==> config.mk <==
export PLATFORM = sky130hd
export DESIGN_NAME = hilotof_cmd_bridge_flat
export DESIGN_NICKNAME = d
export VERILOG_FILES = /design/src/rtl/hilotof_cmd_bridge_pkg.sv /design/src/rtl/hilotof_cmd_bridge_if.sv /design/src/rtl/hilotof_word_ser.sv /design/src/rtl/hilotof_cmd_bridge.sv /design/src/flat_wrapper.sv
export SDC_FILE = /design/constraint.sdc
export NUM_CORES = 1
export LEC_CHECK = 0
export CORE_MARGIN = 2
export CORE_UTILIZATION = 52
export DETAILED_ROUTE_END_ITERATION = 16
export PLACE_DENSITY_LB_ADDON = 0.05
export SLEW_MARGIN = 5
export SYNTH_ARGS = -nofsm -noshare
export SYNTH_HDL_FRONTEND = slang
export SYNTH_HIERARCHICAL = 1
export SYNTH_SLANG_ARGS = --single-unit
export TNS_END_PERCENT = 5
==> constraint.sdc <==
create_clock -name clock -period 2.8 [get_ports clock]
set_clock_uncertainty 0.15 [all_clocks]
set_input_delay 0.7 -clock clock [delete_from_list [all_inputs] [get_ports clock]]
set_output_delay 0.7 -clock clock [all_outputs]
set_load 0.02 [all_outputs]
==> src/rtl/hilotof_cmd_bridge_pkg.sv <==
// hilotof_pkg: command bytes, reply bytes, FSM state codes and word type for the HiLoTOF bridge
package hilotof_pkg;
  typedef logic [31:0] word_t;
  typedef logic [2:0] state_t;
  localparam logic [7:0] CMD_NOP = 8'h00;
  localparam logic [7:0] CMD_RESET = 8'h01;
  localparam logic [7:0] CMD_WRITE = 8'h02;
  localparam logic [7:0] CMD_READ = 8'h03;
  localparam logic [7:0] CMD_PING = 8'h04;
  localparam logic [7:0] PING_REPLY = 8'h5A;
  localparam logic [7:0] ERR_REPLY = 8'hEE;
  localparam state_t ST_RST = 3'd0;
  localparam state_t ST_IDLE = 3'd1;
  localparam state_t ST_WR_BYTES = 3'd2;
  localparam state_t ST_WR_PUSH = 3'd3;
  localparam state_t ST_RD_WAIT = 3'd4;
  localparam state_t ST_RD_SEND = 3'd5;
  localparam state_t ST_TX_ONE = 3'd6;
endpackage

==> src/rtl/hilotof_cmd_bridge_if.sv <==
// hilotof_cmd_bridge_if: UART byte side and DUT word side of the command bridge
interface hilotof_cmd_bridge_if;
  import hilotof_pkg::*;
  logic [7:0] rx_data;
  logic rx_valid;
  logic [7:0] tx_data;
  logic tx_valid;
  logic tx_ready;
  logic dut_reset;
  word_t dut_din;
  logic dut_din_valid;
  word_t dut_dout;
  logic dut_dout_valid;
  logic dut_dout_ready;
  logic overrun;
  modport master(output rx_data, rx_valid, tx_ready, dut_dout, dut_dout_valid,
                 input tx_data, tx_valid, dut_reset, dut_din, dut_din_valid, dut_dout_ready, overrun);
  modport slave(input rx_data, rx_valid, tx_ready, dut_dout, dut_dout_valid,
                output tx_data, tx_valid, dut_reset, dut_din, dut_din_valid, dut_dout_ready, overrun);
endinterface

==> src/rtl/hilotof_word_ser.sv <==
// hilotof_word_ser: sends the low i_last+1 bytes of a word LSB first over a valid/ready byte port
module hilotof_word_ser
  import hilotof_pkg::*;
(
  input  logic       clk,
  input  logic       rst,
  input  logic       i_start,
  input  word_t      i_word,
  input  logic [1:0] i_last,
  input  logic       i_ready,
  output logic [7:0] o_data,
  output logic       o_valid,
  output logic       o_done
);
  word_t r_word;
  logic r_valid;
  logic [1:0] r_cnt;
  logic [1:0] r_last;
  assign o_data = r_word[7:0];
  assign o_valid = r_valid;
  assign o_done = r_valid && i_ready && r_cnt == r_last;
  // shift one byte out per handshake, drop valid after the last one
  always_ff @(posedge clk) begin
    if (rst) begin
      r_word <= '0;
      r_valid <= 1'b0;
      r_cnt <= 2'd0;
      r_last <= 2'd0;
    end else if (i_start) begin
      r_word <= i_word;
      r_valid <= 1'b1;
      r_cnt <= 2'd0;
      r_last <= i_last;
    end else if (r_valid && i_ready) begin
      r_valid <= r_cnt != r_last;
      r_cnt <= r_cnt + 2'd1;
      r_word <= r_cnt == r_last ? r_word : r_word >> 8;
    end
  end
endmodule

==> src/rtl/hilotof_cmd_bridge.sv <==
// hilotof_cmd_bridge: decodes UART command bytes into DUT words/resets and returns DUT words as bytes
module hilotof_cmd_bridge
  import hilotof_pkg::*;
#(
  parameter int RESET_CYCLES = 16
) (
  input logic clock,
  input logic reset,
  hilotof_cmd_bridge_if.slave io_bus
);
  localparam int CW = RESET_CYCLES > 1 ? $clog2(RESET_CYCLES) : 1;
  state_t r_state;
  logic [CW-1:0] r_rst_cnt;
  logic [1:0] r_byte_cnt;
  word_t r_word;
  logic r_dut_reset;
  word_t r_din;
  logic r_din_valid;
  logic r_dout_ready;
  logic r_overrun;
  logic w_known;
  logic w_reply;
  logic w_rd;
  logic w_busy;
  logic w_ser_done;
  assign w_known = io_bus.rx_data inside {CMD_NOP, CMD_RESET, CMD_WRITE, CMD_READ};
  assign w_reply = r_state == ST_IDLE && io_bus.rx_valid && !w_known;
  assign w_rd = r_state == ST_RD_WAIT && io_bus.dut_dout_valid && r_dout_ready;
  assign w_busy = r_state != ST_IDLE && r_state != ST_WR_BYTES;
  assign io_bus.dut_reset = r_dut_reset;
  assign io_bus.dut_din = r_din;
  assign io_bus.dut_din_valid = r_din_valid;
  assign io_bus.dut_dout_ready = r_dout_ready;
  assign io_bus.overrun = r_overrun;
  hilotof_word_ser u_ser (
    .clk    (clock),
    .rst    (reset),
    .i_start(w_reply || w_rd),
    .i_word (w_rd ? io_bus.dut_dout : {24'h0, io_bus.rx_data == CMD_PING ? PING_REPLY : ERR_REPLY}),
    .i_last (w_rd ? 2'd3 : 2'd0),
    .i_ready(io_bus.tx_ready),
    .o_data (io_bus.tx_data),
    .o_valid(io_bus.tx_valid),
    .o_done (w_ser_done)
  );
  // command FSM; bytes arriving outside IDLE/WR_BYTES are dropped and flagged
  always_ff @(posedge clock) begin
    if (reset) begin
      r_state <= ST_RST;
      r_rst_cnt <= '0;
      r_byte_cnt <= 2'd0;
      r_word <= '0;
      r_dut_reset <= 1'b1;
      r_din <= '0;
      r_din_valid <= 1'b0;
      r_dout_ready <= 1'b0;
      r_overrun <= 1'b0;
    end else begin
      r_din_valid <= 1'b0;
      if (io_bus.rx_valid && w_busy) r_overrun <= 1'b1;
      case (r_state)
        ST_RST: begin
          r_rst_cnt <= r_rst_cnt + 1'b1;
          if (r_rst_cnt == CW'(RESET_CYCLES - 1)) begin
            r_state <= ST_IDLE;
            r_dut_reset <= 1'b0;
          end
        end
        ST_IDLE: if (io_bus.rx_valid) begin
          case (io_bus.rx_data)
            CMD_NOP: r_state <= ST_IDLE;
            CMD_RESET: begin
              r_state <= ST_RST;
              r_rst_cnt <= '0;
              r_dut_reset <= 1'b1;
            end
            CMD_WRITE: begin
              r_state <= ST_WR_BYTES;
              r_byte_cnt <= 2'd0;
            end
            CMD_READ: begin
              r_state <= ST_RD_WAIT;
              r_dout_ready <= 1'b1;
            end
            default: r_state <= ST_TX_ONE;
          endcase
        end
        ST_WR_BYTES: if (io_bus.rx_valid) begin
          r_word[8*r_byte_cnt +: 8] <= io_bus.rx_data;
          r_byte_cnt <= r_byte_cnt + 2'd1;
          if (r_byte_cnt == 2'd3) begin
            r_state <= ST_WR_PUSH;
            r_din <= {io_bus.rx_data, r_word[23:0]};
            r_din_valid <= 1'b1;
          end
        end
        ST_WR_PUSH: r_state <= ST_IDLE;
        ST_RD_WAIT: if (w_rd) begin
          r_state <= ST_RD_SEND;
          r_dout_ready <= 1'b0;
        end
        ST_RD_SEND, ST_TX_ONE: if (w_ser_done) r_state <= ST_IDLE;
        default: r_state <= ST_IDLE;
      endcase
    end
  end
endmodule

==> src/flat_wrapper.sv <==
// flat-port wrapper written by rule: the top's interface ports become plain ports
module hilotof_cmd_bridge_flat import hilotof_pkg::*;
#(
  parameter int RESET_CYCLES = 16
)
  (clock, reset, io_bus_rx_data, io_bus_rx_valid, io_bus_tx_ready, io_bus_dut_dout, io_bus_dut_dout_valid, io_bus_tx_data, io_bus_tx_valid, io_bus_dut_reset, io_bus_dut_din, io_bus_dut_din_valid, io_bus_dut_dout_ready, io_bus_overrun);
  hilotof_cmd_bridge_if io_bus_i ();
  input logic clock;
  input logic reset;
  input wire logic [$bits(io_bus_i.rx_data)-1:0] io_bus_rx_data;
  input wire logic [$bits(io_bus_i.rx_valid)-1:0] io_bus_rx_valid;
  input wire logic [$bits(io_bus_i.tx_ready)-1:0] io_bus_tx_ready;
  input wire logic [$bits(io_bus_i.dut_dout)-1:0] io_bus_dut_dout;
  input wire logic [$bits(io_bus_i.dut_dout_valid)-1:0] io_bus_dut_dout_valid;
  output wire logic [$bits(io_bus_i.tx_data)-1:0] io_bus_tx_data;
  output wire logic [$bits(io_bus_i.tx_valid)-1:0] io_bus_tx_valid;
  output wire logic [$bits(io_bus_i.dut_reset)-1:0] io_bus_dut_reset;
  output wire logic [$bits(io_bus_i.dut_din)-1:0] io_bus_dut_din;
  output wire logic [$bits(io_bus_i.dut_din_valid)-1:0] io_bus_dut_din_valid;
  output wire logic [$bits(io_bus_i.dut_dout_ready)-1:0] io_bus_dut_dout_ready;
  output wire logic [$bits(io_bus_i.overrun)-1:0] io_bus_overrun;
  assign io_bus_i.rx_data = io_bus_rx_data;
  assign io_bus_i.rx_valid = io_bus_rx_valid;
  assign io_bus_i.tx_ready = io_bus_tx_ready;
  assign io_bus_i.dut_dout = io_bus_dut_dout;
  assign io_bus_i.dut_dout_valid = io_bus_dut_dout_valid;
  assign io_bus_tx_data = io_bus_i.tx_data;
  assign io_bus_tx_valid = io_bus_i.tx_valid;
  assign io_bus_dut_reset = io_bus_i.dut_reset;
  assign io_bus_dut_din = io_bus_i.dut_din;
  assign io_bus_dut_din_valid = io_bus_i.dut_din_valid;
  assign io_bus_dut_dout_ready = io_bus_i.dut_dout_ready;
  assign io_bus_overrun = io_bus_i.overrun;
  hilotof_cmd_bridge #(.RESET_CYCLES(RESET_CYCLES)) u_core (.clock(clock), .reset(reset), .io_bus(io_bus_i));
endmodule
# Word level (Yosys, flattened, before mapping)
# Index checks and enable logic that the tools add are counted.
# Widths: inputs -> output; s select.
totals:
  output_inout_bits: 45
  inputBits: 45
  mem_bits_rw: 0
  regBits: 114
  latchBits: 0
  elab_cells: 107
  memories: 0
  romBits: 0
classes:
  div_mod_pow: 0
  add_sub_neg: 4
  muxes: 33
  eq_ne: 25
  n_bitwise: 2
  n_reduce_logical: 28
  magnitude_cmp: 0
  mul: 0
  shifts: 2
ops:
  columns: ["op", "n"]
  rows:
  - ["$mux 32", 4]
  - ["$neg 5->34", 1]
  - ["$shift 8x34->32 const A", 1]
  - ["$shiftx 8x34->32", 1]
  - ["$bwmux 32", 1]
  - ["$mux 3", 6]
  - ["$eq 8x2->1 const B", 2]
  - ["$pmux 3 s5", 1]
  - ["$ne 2x1->1 const B", 6]
  - ["$pmux 3 s4", 1]
  - ["$reduce_and 4->1", 3]
  - ["$eq 3x3->1 const B", 3]
  - ["$mux 1", 9]
  - ["$eq 8x1->1 const B", 1]
  - ["$eq 8x3->1 const B", 1]
  - ["$logic_and 1x1->1", 8]
  - ["$logic_not 8->1", 1]
  - ["$mux 2", 4]
  - ["$mux 4", 2]
  - ["$mux 8", 1]
  - ["$ne 2x2->1 const B", 4]
  - ["$pmux 4 s2", 1]
  - ["$reduce_bool 2->1", 4]
  - ["$reduce_and 3->1", 2]
  - ["21 further kinds", 26]

# Logic depth before layout (Yosys ltp)
depth:
  depth_word: 7
  mapped_depth: 10
  depth_no_buf: 7

# Cells and area by module
# The synthesis kept the hierarchy.
by_module_without_submodules:
  columns: ["mod", "n_inst", "area_each_um2", "cells_per_inst", "seq_area_each_um2"]
  rows:
  - ["hilotof_cmd_bridge", 1, 2999.1, 387, 1381.3]
  - ["hilotof_word_ser", 1, 1824.2, 201, 740.7]

# Worst setup path before layout
# No wires, ideal clock.
synth_timing:
  path_type: "input to register"
  startpoint: "input port io_bus_rx_data[4]"
  endpoint: "register u_core.u_ser.r_valid, in the netlist u_core/u_ser/o_valid"
  arrival_ns: 2.241
  required_time_ns: 2.508
  cell_stages: 8
  setup_time_ns: 0.142
  path_buffers: 2
  setup_slack_ns: 0.267
  cell_sequence: "or4_4 > nor2_4 > nor2_1 > a21o_1 > clkbuf_1 > clkbuf_1 > a21oi_1 > a21oi_1"
synth_between:
  elab_chain_len: 6
  word_cells_on_any_way: 10
  classes_between: "eq/ne (3); mux (1); reduce/logical (6)"
synth_lines:
  columns: ["element", "line_no", "rtl"]
  rows:
  - ["start, declared", "flat_wrapper.sv:10", "input wire logic [$bits(io_bus_i.rx_data)-1:0] io_bus_rx_data;"]
  - ["$eq 8x1->1 (tied with other cells)", "hilotof_cmd_bridge.sv:26", "assign w_known = io_bus.rx_data inside {CMD_NOP, CMD_RESET, CMD_WRITE, CMD_READ};"]
  - ["$reduce_bool 4->1 (*)", "hilotof_cmd_bridge.sv:26", null]
  - ["$logic_not 1->1 (*)", "hilotof_cmd_bridge.sv:27", "assign w_reply = r_state == ST_IDLE && io_bus.rx_valid && !w_known;"]
  - ["$logic_and 1x1->1 (*)", "hilotof_cmd_bridge.sv:27", null]
  - ["$logic_or 1x1->1 (*)", "hilotof_cmd_bridge.sv:38", ".i_start(w_reply || w_rd),"]
  - ["$mux 1 or $reduce_bool 2->1 (tied branches)", null, null]
  - ["end signal, assigned", "hilotof_word_ser.sv:35", "r_valid <= r_cnt != r_last;"]
  - ["end, declared", "hilotof_word_ser.sv:16", "logic r_valid;"]
# Mark *: on every way between the ends. The rest lies on a longest branch, timed or not.
# A chain may end at the register's enable or synchronous reset.

# Worst setup path in the final report
layout_timing:
  startpoint: "input port io_bus_rx_data[4]"
  endpoint: "register u_core.u_ser.r_word[7]"
layout_between:
  elab_chain_len: 7
  word_cells_on_any_way: 15
  classes_between: "eq/ne (5); mux (3); reduce/logical (7)"
layout_lines:
  columns: ["element", "line_no", "rtl"]
  rows:
  - ["$eq 8x1->1 (tied with other cells)", "hilotof_cmd_bridge.sv:26", null]
  - ["$reduce_bool 4->1", "hilotof_cmd_bridge.sv:26", null]
  - ["$logic_not 1->1", "hilotof_cmd_bridge.sv:27", null]
  - ["$logic_and 1x1->1", "hilotof_cmd_bridge.sv:27", null]
  - ["$logic_or 1x1->1", "hilotof_cmd_bridge.sv:38", null]
  - ["$ne 2x2->1 (no source line) or $reduce_bool 2->1 (tied branches)", null, null]
  - ["$reduce_and 2->1 (no source line)", null, null]
  - ["end signal, assigned", "hilotof_word_ser.sv:30", "r_word <= i_word;"]
  - ["end signal, assigned", "hilotof_word_ser.sv:37", "r_word <= r_cnt == r_last ? r_word : r_word >> 8;"]
  - ["end, declared", "hilotof_word_ser.sv:15", "word_t r_word;"]
# Several ways; a longest one is shown, not always the timed one.

==> flow_summary_export.csv <==
group,metric,value,unit
status,run_status,"complete, no violations",
logic_synthesis,syn_nets,639,
sta,clock.fmax,0.3835,GHz
logic_synthesis,number_of_synthesized_register_bits,106,
critical_path,setup.worst_path.class,"in2reg",
critical_path,worst-path-max-fanout,36,
sta,holdWs,0.2992,ns
power_and_ir_drop,power_leakage,2.044,nW
logic_synthesis,async_flop_share,0,
sta,worst_slew_pin_slew,0.7278,ns
sta,final-max-slew-violation-count,0,
die,io_pins,90,
flow_run,cap_violations,0,
logic_synthesis,synth-seq-area-share,0.4399,
critical_path,crit_arrival,2.66,ns
clocking,clock_transition_at_the_registers_of_the_reported_paths,0.11,ns
sta,period_share,0.9312,
logic_synthesis,synthDistinctLibCells,46,
placed_design,place_congestion,0.8061,
detailed_routing,drt_wl_total,10.51,mm
logic_synthesis,synthCells,588,
finish,mostFrequentLayoutCells,"nand2_1 (132), dfxtp_1 (106), a21oi_1 (90)",
clocking,post-cts-setup-buffer-count,0,
sta,worst_slew_margin_rel,0.5148,
detailed_routing,drt_iter0_markers,168,
clocking,clockRootBuffer,"clkbuf_8",
die,width_of_the_die,100.3,um
logic_synthesis,syn-mean-instance-area,8.203,um^2
finish,n_antenna_cell,0,
placed_design,dpl_worst_slack,-0.1578,ns
critical_path,endpoint_kind,"flop",
clocking,cts_max_level,3,
detailed_routing,detail_route.first_pass.iterations,4,
die,die_area,10060,um^2
finish,drive_above_1_share,0.1209,
die,core_area,9109,um^2
finish,final_core_util,0.6622,
placed_design,placement.io_buffers,89,
detailed_routing,drc,0,
clocking,clock_sink_count,106,
global_routing,grt_max_degree,61,
detailed_routing,vias,4131,
clocking,ctsResizeCount,0,
sta,post-route-worst-setup-slack,0.1928,ns
finish,mostFrequentLayoutCell,"nand2_1",
critical_path,cp.required,2.85,ns
power_and_ir_drop,total_power,3.689,mW
detailed_routing,drt.antenna.violating_nets,0,
critical_path,crit_path_start_kind,"input port",
detailed_routing,via_per_inst,5.289,
finish,postLayoutCellArea,6032,um^2
power_and_ir_drop,powerDensity,611.5,nW/um^2
global_routing,antenna_found_initial,0,
die,initial_core_util,0.5295,
clocking,cts_hold_buf,0,
sta,final_period_minus_worst_setup_slack,2.607,ns
hold_path,class_of_the_most_critical_hold_timing_path,"reg2reg",
clocking,clkLatencyLatePin,0.36,ns
sta,count_of_endpoints_failing_setup_in_the_final_report,0,
logic_synthesis,synth.cell_area,4823,um^2
power_and_ir_drop,max-vdd-ir-drop,0.0003953,V
finish,areaGrowthSynthToFinish,25.06,%
sta,finalHoldViolations,0,
critical_path,r2r_slack,0.57,ns
clocking,numCtsBuffers,9,
global_routing,grt_util_all_layers,0.2166,
global_routing,wire_length_of_the_first_global_routing_pass,17.72,mm
detailed_routing,routedWlPerCell,13.46,um
sta,grt_setup_unrepaired,"false",
placed_design,dpl-instance-area,5836,um^2
global_routing,first_global_vias,3875,
global_routing,globalRoute.totalOverflow,0,
die,die-height,100.3,um
logic_synthesis,synth_enable_flop_cells,0,
placed_design,post-dp-hpwl,7.448,mm
logic_synthesis,synthFlopType,"dfxtp_1",
clocking,tritoncts,"built",
finish,final_stage_net_count,716,
die,rows,35,
logic_synthesis,ys_warn_count,6,
clocking,ctsLongestPathBuffers,2,
path summary, 6_finish.rpt:
check                                                     from                                     to  cells past startpoint
worst max register to register  u_core/r_state[0]$_SDFFE_PP0P_   u_core/u_ser/r_word[15]$_SDFFE_PP0P_                      6
worst min-delay path             u_core/r_word[5]$_SDFFE_PP0P_  u_core/io_bus.dut_din[5]$_SDFFE_PP0P_                      2
worst max-delay path                         io_bus_rx_data[4]    u_core/u_ser/r_word[7]$_SDFFE_PP0P_                      8
worst min register to register   u_core/r_word[5]$_SDFFE_PP0P_  u_core/io_bus.dut_din[5]$_SDFFE_PP0P_                      2
sequential cells by signal, summed over array words and instances (netlist names), 2 cells and up:
register,cells
u_core/r_state,3
u_core/u_ser/r_cnt,2
u_core/r_rst_cnt,4
u_core/r_byte_cnt,2
u_core/u_ser/r_last,2
u_core/io_bus.dut_din,32
u_core/r_word,24
u_core/u_ser/r_word,32
power by group:
group          internal [mW]  total [mW]  switching (mW)
Combinational          0.468        1.01           0.539
Clock                  0.350       0.916           0.566
Sequential              1.65        1.77           0.112
worst max-delay path, cell delays in order:
cell and delay (ns):
clkdlybuf4s50_1 0.43, or4_4 0.59, nor2_4 0.15, nor2_1 0.06
a21o_2 0.26, buf_12 0.18, a21oi_1 0.18, a221oi_2 0.08
layer usage:
metal	share of wire	global-route usage	up-vias	routed length (um)
met5	0	0	-	0
met4	0.012	0.09062	0	123
met3	0.039	0.02994	10	415
met2	0.50	0.3758	92	5272
met1	0.45	0.2699	1910	4703
li1	-	-	2119	-
kinds of logic (layout without fill, tap and decap cells):
group,after synthesis,after routing,synth area share
fa+ha+maj,6,6,0.01556
mux,2,2,0.004151
xor+xnor,6,6,0.01401
simple gates,246,246,0.2425
buf+inv,77,159,0.07315
compound gates,145,145,0.2106
flops,106,106,0.4399
cells in the mapped netlist (4+ instances only):
cell / n / share of area
buf_4: 9 / 0.014
nand2_1: 132 / 0.10
a21oi_2: 6 / 0.011
a221oi_2: 20 / 0.062
inv_1: 29 / 0.023
nor2_1: 20 / 0.016
buf_2: 6 / 0.0062
a221oi_1: 4 / 0.0073
dfxtp_1: 106 / 0.44
ha_1: 6 / 0.016
clkbuf_1: 29 / 0.023
nand2b_1: 7 / 0.0091
and2_1: 27 / 0.035
o21ai_0: 7 / 0.0073
nand3b_1: 9 / 0.014
a21o_1: 5 / 0.0078
a21oi_1: 90 / 0.093
nand3_1: 26 / 0.027
and3_1: 6 / 0.0078
nor3_1: 5 / 0.0052
through the flow:
step / TNS, ns / cells
6_report: 0 / 781
5_1_grt: 0 / 781
4_1_cts: 0 / 781
3_5_place_dp: -4.015 / 765
3_3_place_gp: -2.693 / 765
2_1_floorplan: 0 / 588
final cells by class:
cell class | instances | area [um^2]
clock buffers | 9 | 123.9
clock inverters | 7 | 72.57
multi-input cells | 405 | 2352
well taps | 111 | 138.9
repair buffers | 114 | 1114
fillers | 809 | 3077
flip-flops and latches | 106 | 2122
inverters | 29 | 108.9
No activity file was read; power rests on OpenSTA's default activity.
